$ cat src/rtl/mem_wb_pkg.sv
// MEM/WB shared definitions: write-back source codes,
// load type codes, PC+8 link offset and the pipeline register bundle.
package mem_wb_pkg;

  localparam logic [1:0] WSEL_ALU = 2'd0;
  localparam logic [1:0] WSEL_MEM = 2'd1;
  localparam logic [1:0] WSEL_PC8 = 2'd2;
  localparam logic [1:0] WSEL_RSV = 2'd3;

  localparam logic [2:0] LD_LW  = 3'd0;
  localparam logic [2:0] LD_LB  = 3'd1;
  localparam logic [2:0] LD_LBU = 3'd2;
  localparam logic [2:0] LD_LH  = 3'd3;
  localparam logic [2:0] LD_LHU = 3'd4;

  localparam logic [31:0] PC8_OFF = 32'd8;

  typedef struct packed {
    logic        v;
    logic        we;
    logic [4:0]  rd;
    logic [1:0]  wsel;
    logic [2:0]  ld;
    logic [31:0] alu;
    logic [31:0] rdata;
    logic [31:0] pc;
  } mem_wb_t;

endpackage

$ cat src/rtl/mem_wb_stage_load_ext.sv
// Load data extraction: picks byte/halfword from an aligned word.
// Ports: word, offset[1:0], ld_type in; data (32-bit extended) out.
import mem_wb_pkg::*;

module load_ext (
  input  logic [31:0] word,
  input  logic [1:0]  offset,
  input  logic [2:0]  ld_type,
  output logic [31:0] data
);

  logic [7:0]  byte_sel;
  logic [15:0] half_sel;

  always_comb begin
    byte_sel = '0;
    unique case (offset)
      2'd0: byte_sel = word[7:0];
      2'd1: byte_sel = word[15:8];
      2'd2: byte_sel = word[23:16];
      2'd3: byte_sel = word[31:24];
      default: byte_sel = word[7:0];
    endcase
  end

  // Halfword uses offset[1] only; misaligned bit 0 is ignored.
  assign half_sel = offset[1] ? word[31:16] : word[15:0];

  always_comb begin
    data = word;
    unique case (ld_type)
      LD_LB:   data = {{24{byte_sel[7]}}, byte_sel};
      LD_LBU:  data = {24'd0, byte_sel};
      LD_LH:   data = {{16{half_sel[15]}}, half_sel};
      LD_LHU:  data = {16'd0, half_sel};
      default: data = word;
    endcase
  end

endmodule

$ cat src/rtl/mem_wb_stage.sv
// MEM/WB pipeline register and write-back mux driving the GRF.
// Ports: clk, reset, m_* from MEM; w_we/w_a3/w_wd/w_pc to GRF; retire_cnt.
import mem_wb_pkg::*;

module mem_wb_stage (
  input  logic        clk,
  input  logic        reset,
  input  logic        m_valid,
  input  logic [31:0] m_pc,
  input  logic [4:0]  m_rd,
  input  logic        m_we,
  input  logic [1:0]  m_wsel,
  input  logic [31:0] m_alu,
  input  logic [31:0] m_dm_rdata,
  input  logic [2:0]  m_ld_type,
  output logic        w_we,
  output logic [4:0]  w_a3,
  output logic [31:0] w_wd,
  output logic [31:0] w_pc,
  output logic [31:0] retire_cnt
);

  mem_wb_t     wb_d, wb_q;
  logic [31:0] retire_cnt_d, retire_cnt_q;
  logic [31:0] ld_data;

  always_comb begin
    wb_d.v     = m_valid;
    wb_d.we    = m_we;
    wb_d.rd    = m_rd;
    wb_d.wsel  = m_wsel;
    wb_d.ld    = m_ld_type;
    wb_d.alu   = m_alu;
    wb_d.rdata = m_dm_rdata;
    wb_d.pc    = m_pc;
  end

  assign retire_cnt_d = retire_cnt_q + {31'd0, wb_q.v};

  always_ff @(posedge clk) begin
    if (reset) begin
      wb_q         <= '0;
      retire_cnt_q <= '0;
    end else begin
      wb_q         <= wb_d;
      retire_cnt_q <= retire_cnt_d;
    end
  end

  load_ext u_load_ext (
    .word    (wb_q.rdata),
    .offset  (wb_q.alu[1:0]),
    .ld_type (wb_q.ld),
    .data    (ld_data)
  );

  always_comb begin
    w_wd = '0;
    unique case (wb_q.wsel)
      WSEL_ALU: w_wd = wb_q.alu;
      WSEL_MEM: w_wd = ld_data;
      WSEL_PC8: w_wd = wb_q.pc + PC8_OFF;
      default:  w_wd = '0;
    endcase
  end

  assign w_we = wb_q.v & wb_q.we & (wb_q.rd != 5'd0)
              & (wb_q.wsel != WSEL_RSV);
  assign w_a3 = wb_q.v ? wb_q.rd : 5'd0;
  assign w_pc = wb_q.pc;
  assign retire_cnt = retire_cnt_q;

endmodule

$ cat config.mk
export PLATFORM = sky130hd
export DESIGN_NAME = mem_wb_stage
export DESIGN_NICKNAME = d
export VERILOG_FILES = /design/src/rtl/mem_wb_pkg.sv /design/src/rtl/mem_wb_stage_load_ext.sv /design/src/rtl/mem_wb_stage.sv
export SDC_FILE = /design/constraint.sdc
export NUM_CORES = 1
export LEC_CHECK = 0
export CAP_MARGIN = 10
export CORE_ASPECT_RATIO = 1.1
export CORE_MARGIN = 2
export CORE_UTILIZATION = 50
export CTS_BUF_LIST = sky130_fd_sc_hd__clkbuf_8 sky130_fd_sc_hd__clkbuf_16
export CTS_CLUSTER_SIZE = 30
export DETAILED_ROUTE_END_ITERATION = 8
export GPL_ROUTABILITY_DRIVEN = 1
export PLACE_DENSITY = 0.83
export SYNTH_ARGS = -nofsm -noshare
export SYNTH_HDL_FRONTEND = slang
export SYNTH_SLANG_ARGS = --single-unit
$ cat constraint.sdc
create_clock -name clk -period 5.5 [get_ports clk]
set_input_delay 1.1 -clock clk [delete_from_list [all_inputs] [get_ports clk]]
set_output_delay 1.1 -clock clk [all_outputs]
set_load 0.05 [all_outputs]
### Yosys cells after proc, flatten, opt, wreduce, memory -nomap -nowiden

Index checks and enable logic that the tools add are counted.
W data, S select, Z words.

| cells by class | value |
|---|---|
| reductions and logical operators | 3 |
| equality and inequality tests | 10 |
| mux-type cells | 5 |
| add/subtract/negate cells | 2 |
| bitwise operators | 3 |

Operators with widths:

| kind | count |
|---|---|
| $pmux W32 S4 | 1 |
| $pmux W32 S3 | 1 |
| $add A32 B1 Y32 | 1 |
| $add A32 B4 Y32 const B | 1 |
| $pmux W8 S4 | 1 |
| $mux W16 | 1 |
| $eq A2 B2 Y1 const B | 3 |
| $eq A3 B2 Y1 const B | 2 |
| $mux W5 | 1 |
| $reduce_bool A5 Y1 | 1 |
| $eq A2 B1 Y1 const B | 2 |
| $logic_not A2 Y1 | 2 |
| $and A1 B1 Y1 | 3 |
| $eq A3 B1 Y1 const B | 1 |
| $eq A3 B3 Y1 const B | 1 |
| $ne A2 B2 Y1 const B | 1 |

| storage, ports and cells | value |
|---|---|
| flip-flop bits (word level) | 140 |
| output and inout port bits | 102 |
| input port bits | 110 |

### Depth between registers and ports, before layout

Gate-level depths: netlist of run 1.

| depth | value |
|---|---|
| depth in word-level cells | 4 |
| depth in mapped cells | 8 |
| mapped depth without buffers | 7 |

### Cells and area by module

A second synthesis of run 1 with hierarchy kept.

| second synthesis, totals | value |
|---|---|
| cell total of the unflattened synthesis | 710 |
| area total of the unflattened synthesis | 6622.6 µm² |

Modules (own cells, without submodules):

| module | area each (µm²) | cells each | instances |
|---|---|---|---|
| mem_wb_stage | 5739.3 | 611 | 1 |
| load_ext | 883.3 | 99 | 1 |

### Worst setup path before layout of run 1

OpenSTA, ideal clock, no wires.

| path | value |
|---|---|
| path kind | register to output |
| start point | register wb_q[65] (netlist name) |
| end point | output w_wd[14] |
| data arrival time | 2.583 ns |
| slack | 1.817 ns |
| cell stages (with the launch flop) | 7 |
| required time | 4.400 ns |
| cells stage by stage | dfxtp_1 -> clkbuf_1 -> or3b_2 -> o22ai_1 -> nor3_1 -> a221oi_1 -> o32ai_1 |

| on the way | value |
|---|---|
| longest elaborated chain between the ends | 4 |

RTL lines:

| what | RTL line | source |
|---|---|---|
| start: declaration | mem_wb_stage.sv:23 | `mem_wb_t wb_d, wb_q;` |
| start signal: assignment | mem_wb_stage.sv:45 | `wb_q <= wb_d;` |
| $eq A2 B2 Y1, or another cell as far along | mem_wb_stage_load_ext.sv:17 | `unique case (offset)` |
| $pmux W8 S4 | mem_wb_stage_load_ext.sv:17 |  |
| $pmux W32 S4 * | mem_wb_stage_load_ext.sv:31 | `unique case (ld_type)` |
| $pmux W32 S3 * | mem_wb_stage.sv:59 | `unique case (wb_q.wsel)` |
| end: declaration | mem_wb_stage.sv:18 | `output logic [31:0] w_wd,` |

Mark *: on every way between the ends. The rest lies on a longest branch, timed or not.

### Worst setup path after layout of run 1

| path | value |
|---|---|
| start point | register wb_q[100] (netlist name) |
| end point | output w_wd[19] |

| on the way | value |
|---|---|
| longest elaborated chain between the ends | 2 |

RTL lines:

| what | RTL line |
|---|---|
| $eq A2 B2 Y1, or another cell as far along | mem_wb_stage.sv:59 |
| $pmux W32 S3 * | mem_wb_stage.sv:59 |

Marks and branches as above.

==> results by group, run 1 <==
STA
  • Final hold violations: 0
  • Final setup TNS: 0 ps
  • Worst hold slack: 536.1 ps
  • Actual slew at the worst max-slew pin: 1143 ps
  • Slew Limit Fails: 0
  • Fraction of the cycle the final worst path needs: 0.8728
  • Final Skew: 6.415 ps
  • FMAX: 208.3 MHz
  • Final setup vio count: 0
  • Min Tclk post-route: 4800 ps
  • Slew HR: 0.2370
  • RSZ-0062 raised after global routing: no

Synth
  • Top cell type's share of synthesized area: 0.4393
  • Syn nets: 828
  • Distinct cells, synth: 54
  • Commonest cells post-synth: dfxtp_1, nor2b_1, nor2_1
  • Top FF cell, synth: dfxtp_1
  • Seq cells post-synth: 140
  • Asr flop ratio synth: 0
  • Mean area per synthesized cell: 8.923 sq um
  • Seq/Total Area, Yosys: 0.4393
  • Ys Warns: 0
  • Syn Inst Count: 715
  • Synth area leaders: dfxtp_1, nor2b_1, nor2_1, xnor2_1, buf_4
  • Most common cell in the netlist: dfxtp_1
  • Post-Syn Area: 6380 sq um
  • Largest area contributor in the netlist: dfxtp_1
  • Number of enable flip-flop cells after synthesis: 0

Drt
  • DR iter-0 viols: 432
  • Vias: 5772
  • Vias/cell: 5.492
  • Remaining antenna violation count after routing: 0
  • Routed length per instance: 19.62 um
  • Drt drc: 0
  • Total Wirelength: 20620 um
  • Detailed Routing Iterations Pass 1: 5

Clock tree
  • Clock slew seen by the registers of the worst setup and hold paths: 60 ps
  • Max Root-Sink Buffers: 2
  • CTS buffer count: 17
  • H-Tree Level Count: 4
  • Hold Buf Count CTS: 0
  • Setup bufs post-CTS: 0
  • Clock Latency Late Sink: 420 ps
  • Clock sinks: 140
  • Resize count post-CTS: 0
  • Root Buffer: clkbuf_16
  • TritonCTS clock tree: built

Setup path
  • Critical Path Max Stage Delay: 1070 ps
  • Crit path kind: reg -> out
  • Critical-path top delay cell: dfxtp_1
  • CP delay by family, top: compound AO/OA/AOI/OAI gates
  • CP max FO: 25
  • CP Cell Sequence: nor2b_1, o211ai_1, o22a_1, a2bb2oi_1, o21ai_0, clkdlybuf4s50_1
  • CP endpoint kind: primary output
  • Crit path buf inv count: 1
  • Crit path arrival time: 3700 ps
  • CP Launch Type: register
  • CP required: 4400 ps

Placement
  • Port-buffer cells: 211
  • Post-DP HPWL: 15460 um
  • Placer Congestion: 0.9227

Die
  • Starting Density: 0.5089
  • Die Wd: 111.7 um
  • Boundary pin count: 212
  • Die outline height: 122.5 um
  • Die ar.: 13680 sq um
  • # rows: 43
  • Core area: 12540 sq um

Hold path
  • Tightest Hold Check Type: reg -> reg

Global route
  • Pin count of the biggest net entering global routing: 95
  • Vias in the first global route: 5627
  • Total grt overflow: 0
  • First-pass GRT wire length: 31460 um
  • Gr usage total: 0.2990
  • Initial antenna violation count: 0

Finish
  • Flip-flop and latch area: 2803 sq um
  • Fillers: 942
  • Area of the multi-input gates: 3157 sq um
  • Area growth from synthesis to final layout: 40.54%
  • Nets@finish: 995
  • Layout cells sized above 1: 0.06040
  • Antenna diodes: 0

Status
  • Status: finished, final reports clean

Pwr
  • Static Leakage: 0.003275 uW
  • Peak supply drop: 0.2212 mV
  • Final Power: 2794 uW
  • PwrDens: 311.7 nW/um^2

Run
  • Max Cap Viol: 0
-- state kept, by name, summed over array words and instances, names as in the netlist --
| name | flops |
|---|---|
| wb_q | 76 |
| w_pc | 32 |
| retire_cnt | 32 |
-- where the power goes --
group	internal [uW]	switching, uW
clock network	791	429
registers	1060	47.4
logic	199	270
total	2050	746
-- path summary, 6_finish.rpt --
| kind | startpoint | end | slack (ps) | cells after the start |
|---|---|---|---|---|
| max | wb_q[100] | w_wd[19] | 700 | 6 |
| min | retire_cnt[31] | retire_cnt[31] | 540 | 2 |
| max reg2reg | wb_q[107] | retire_cnt[28] | 3290 | 7 |
| min reg2reg | retire_cnt[31] | retire_cnt[31] | 540 | 2 |
-- cell type report --
type,count,area share
Multi-Input combinational cell,497,0.3521
Sequential cell,140,0.3126
Timing Repair Buffer,214,0.2378
Clock buffer,20,0.05205
Tap cell,157,0.02191
Clock inverter,11,0.01856
Inverter,12,0.005024
-- worst min-delay path: cells and delay by family, from the launching register on --
family	cells	cell delay [ps]
flip-flops	1	350
AND/OR/NAND/NOR	1	70
XOR/XNOR	1	80
-- cells in the final DEF, fill, tap and decap left out, types with 4 or more instances in the layout --
cell	n
a41o_1	4
buf_4	4
o22ai_1	8
and3_1	6
clkdlybuf4s50_1	210
xnor2_1	28
and2_1	12
o211ai_1	5
nand3_1	21
bufinv_16	4
mux2i_1	7
a21oi_1	18
nor4_1	9
a2bb2oi_1	4
dfxtp_1	140
o21ai_0	19
a221oi_1	11
nor3_1	15
nand4_1	16
xor2_1	27
mux2_2	10
inv_1	13
nor2_1	68
clkbuf_16	17
nor2b_1	116
nand2_1	37
o221ai_1	10
-- logic make-up after synthesis --
| group | count (synthesis) | share of synthesized area |
|---|---|---|
| multiplexers | 17 | 0.02863 |
| XOR/XNOR | 55 | 0.07551 |
| buffers and inverters | 78 | 0.06629 |
| adder cells (fa/ha/maj) | 3 | 0.005884 |
| AO/OA/AOI/OAI | 97 | 0.1061 |
| AND/OR/NAND/NOR | 325 | 0.2783 |
| flip-flops | 140 | 0.4393 |
-- per-layer routing --
| metal | vias to the layer above | share of wire | track usage |
|---|---|---|---|
| li1 | 2754 | - | - |
| met3 | 39 | 0.077 | 0.07802 |
| met2 | 282 | 0.46 | 0.4758 |
| met4 | 0 | 0.040 | 0.1489 |
| met5 | - | 0 | 0 |
| met1 | 2697 | 0.43 | 0.3784 |
-- per-stage QoR --
stage,util,setup slack [ps],cell area (sq um),cells
floorplan,-,1817,6380,715
global placement,0.6647,1207,8333,1020
detailed placement,0.6647,1167,8333,1020
CTS,0.7152,714.1,8966,1051
global route,0.7152,533.0,8966,1051
finish,0.7152,699.8,8966,1051
(Power assumes the default switching activity.)
==> run 2: changes to the inputs <==
--- a/config.mk
+++ b/config.mk
@@ -6,10 +6,13 @@
 export NUM_CORES = 1
 export LEC_CHECK = 0
 export CAP_MARGIN = 10
+export CELL_PAD_IN_SITES_DETAIL_PLACEMENT = 2
+export CELL_PAD_IN_SITES_GLOBAL_PLACEMENT = 2
 export CORE_ASPECT_RATIO = 1.1
 export CORE_MARGIN = 2
-export CORE_UTILIZATION = 50
+export CORE_UTILIZATION = 29
 export CTS_BUF_LIST = sky130_fd_sc_hd__clkbuf_8 sky130_fd_sc_hd__clkbuf_16
+export CTS_CLUSTER_DIAMETER = 120
 export CTS_CLUSTER_SIZE = 30
 export DETAILED_ROUTE_END_ITERATION = 8
 export GPL_ROUTABILITY_DRIVEN = 1
==> results by group, run 2 (synthesis results as in run 1) <==
Clock tree
  • TritonCTS clock tree: built
  • Root Buffer: clkbuf_16
  • H-Tree Level Count: 4
  • Max Root-Sink Buffers: 2
  • Hold Buf Count CTS: 0
  • Clock Latency Late Sink: 430 ps
  • Setup bufs post-CTS: 0
  • CTS buffer count: 17
  • Clock slew seen by the registers of the worst setup and hold paths: 60 ps
  • Clock sinks: 140
  • Resize count post-CTS: 0

Finish
  • Most frequent cells in the layout: clkdlybuf4s50_1, dfxtp_1, nor2b_1
  • Max FFs per register: 76
  • Final Cell Area: 9092 sq um
  • Fillers: 2353
  • Area growth from synthesis to final layout: 42.52%
  • Biggest register: wb_q
  • Antenna diodes: 0
  • Nets@finish: 997
  • Commonest non-fill, non-tap cell in the layout: clkdlybuf4s50_1
  • Layout cells sized above 1: 0.06355

Setup path
  • Crit path kind: reg -> out
  • Critical-path top delay cell: clkdlybuf4s50_1
  • CP Cell Sequence: or3b_2, o22ai_1, nor3_1, a221oi_1, o32ai_1, clkdlybuf4s50_1
  • Crit path arrival time: 3640 ps
  • Worst path depth: 6
  • CP max FO: 16
  • Crit path buf inv count: 1
  • CP required: 4400 ps
  • CP delay by family, top: simple AND/OR/NAND/NOR gates
  • R2R depth: 6
  • CP Launch Type: register
  • Critical Path Max Stage Delay: 870 ps
  • CP endpoint kind: primary output

STA
  • Final Skew: 13.54 ps
  • Slew Limit Fails: 0
  • Actual slew at the worst max-slew pin: 1052 ps
  • Min Tclk post-route: 4736 ps
  • Slew HR: 0.2984
  • RSZ-0062 raised after global routing: no
  • Fraction of the cycle the final worst path needs: 0.8611
  • FMAX: 211.1 MHz
  • Final setup TNS: 0 ps
  • Final hold violations: 0
  • Final setup vio count: 0

Global route
  • Vias in the first global route: 6314
  • Total grt overflow: 0
  • Pin count of the biggest net entering global routing: 101
  • Initial antenna violation count: 0
  • Gr usage total: 0.2136
  • First-pass GRT wire length: 38230 um

Drt
  • Drt drc: 0
  • Vias: 5816
  • Vias/cell: 4.900
  • Remaining antenna violation count after routing: 0
  • Detailed Routing Iterations Pass 1: 6
  • Routed length per instance: 20.73 um
  • Total Wirelength: 24600 um
  • DR iter-0 viols: 254

Placement
  • Port-buffer cells: 211
  • Post-DP HPWL: 18460 um
  • Dpl cell area: 8519 sq um
  • Placer Congestion: 0.8719

Die
  • Die outline height: 159.6 um
  • # rows: 56
  • Starting Density: 0.2976
  • Die ar.: 23200 sq um
  • Core area: 21440 sq um
  • Boundary pin count: 212
  • Die Wd: 145.4 um

Hold path
  • Hold Path Depth: 2
  • Tightest Hold Check Type: reg -> reg

Status
  • Status: finished, final reports clean

Pwr
  • Static Leakage: 0.003253 uW
  • PwrDens: 299.3 nW/um^2
  • Peak supply drop: 0.1736 mV

Run
  • Max Cap Viol: 0
[run 2: where the power goes]
| part | switching (uW) | internal (uW) |
|---|---|---|
| clock network | 469 | 666 |
| logic | 279 | 201 |
| registers | 48.9 | 1060 |
[run 2: final timing paths]
check	startpoint	end	slack, ps
min reg2reg	retire_cnt[31]	retire_cnt[31]	540
min	retire_cnt[31]	retire_cnt[31]	540
max	wb_q[65]	w_wd[15]	760
max reg2reg	wb_q[107]	retire_cnt[23]	3190
[run 2: cell type report]
| cell class | count | area, sq um | share of cell area |
|---|---|---|---|
| Timing Repair Buffer | 216 | 2147 | 0.2361 |
| Sequential cell | 140 | 2803 | 0.3082 |
| Multi-Input combinational cell | 497 | 3162 | 0.3477 |
| Inverter | 12 | 45.04 | 0.004954 |
| Clock buffer | 17 | 425.4 | 0.04679 |
| Tap cell | 290 | 362.8 | 0.03991 |
| Clock inverter | 15 | 147.6 | 0.01624 |
[run 2: metrics by stage]
step	std cells	hold WS, ps	total power (uW)	setup WS [ps]	util
detailed placement	1155	523.0	1606	1245	0.3974
CTS	1187	541.0	2748	759.4	0.4241
global route	1187	568.1	2830	566.6	0.4241
finish	1187	542.7	2722	764.0	0.4241
global placement	1155	511.1	1600	1290	0.3974
floorplan	715	614.5	1399	1817	-
[run 2: per-layer routing]
metal / share of wire / vias to the layer above / track usage / routed length [um]
li1: - / 2752 / - / -
met1: 0.42 / 2867 / 0.2582 / 10430
met2: 0.49 / 165 / 0.3690 / 12150
met3: 0.058 / 32 / 0.05587 / 1425
met4: 0.024 / 0 / 0.06996 / 593
met5: 0 / - / 0 / 0
[run 2: tightest hold or removal path, delay by kind of cell, from the launching register on]
family / cells / cell delay [ps]
flops: 1 / 350
xor+xnor: 1 / 80
simple gates: 1 / 80
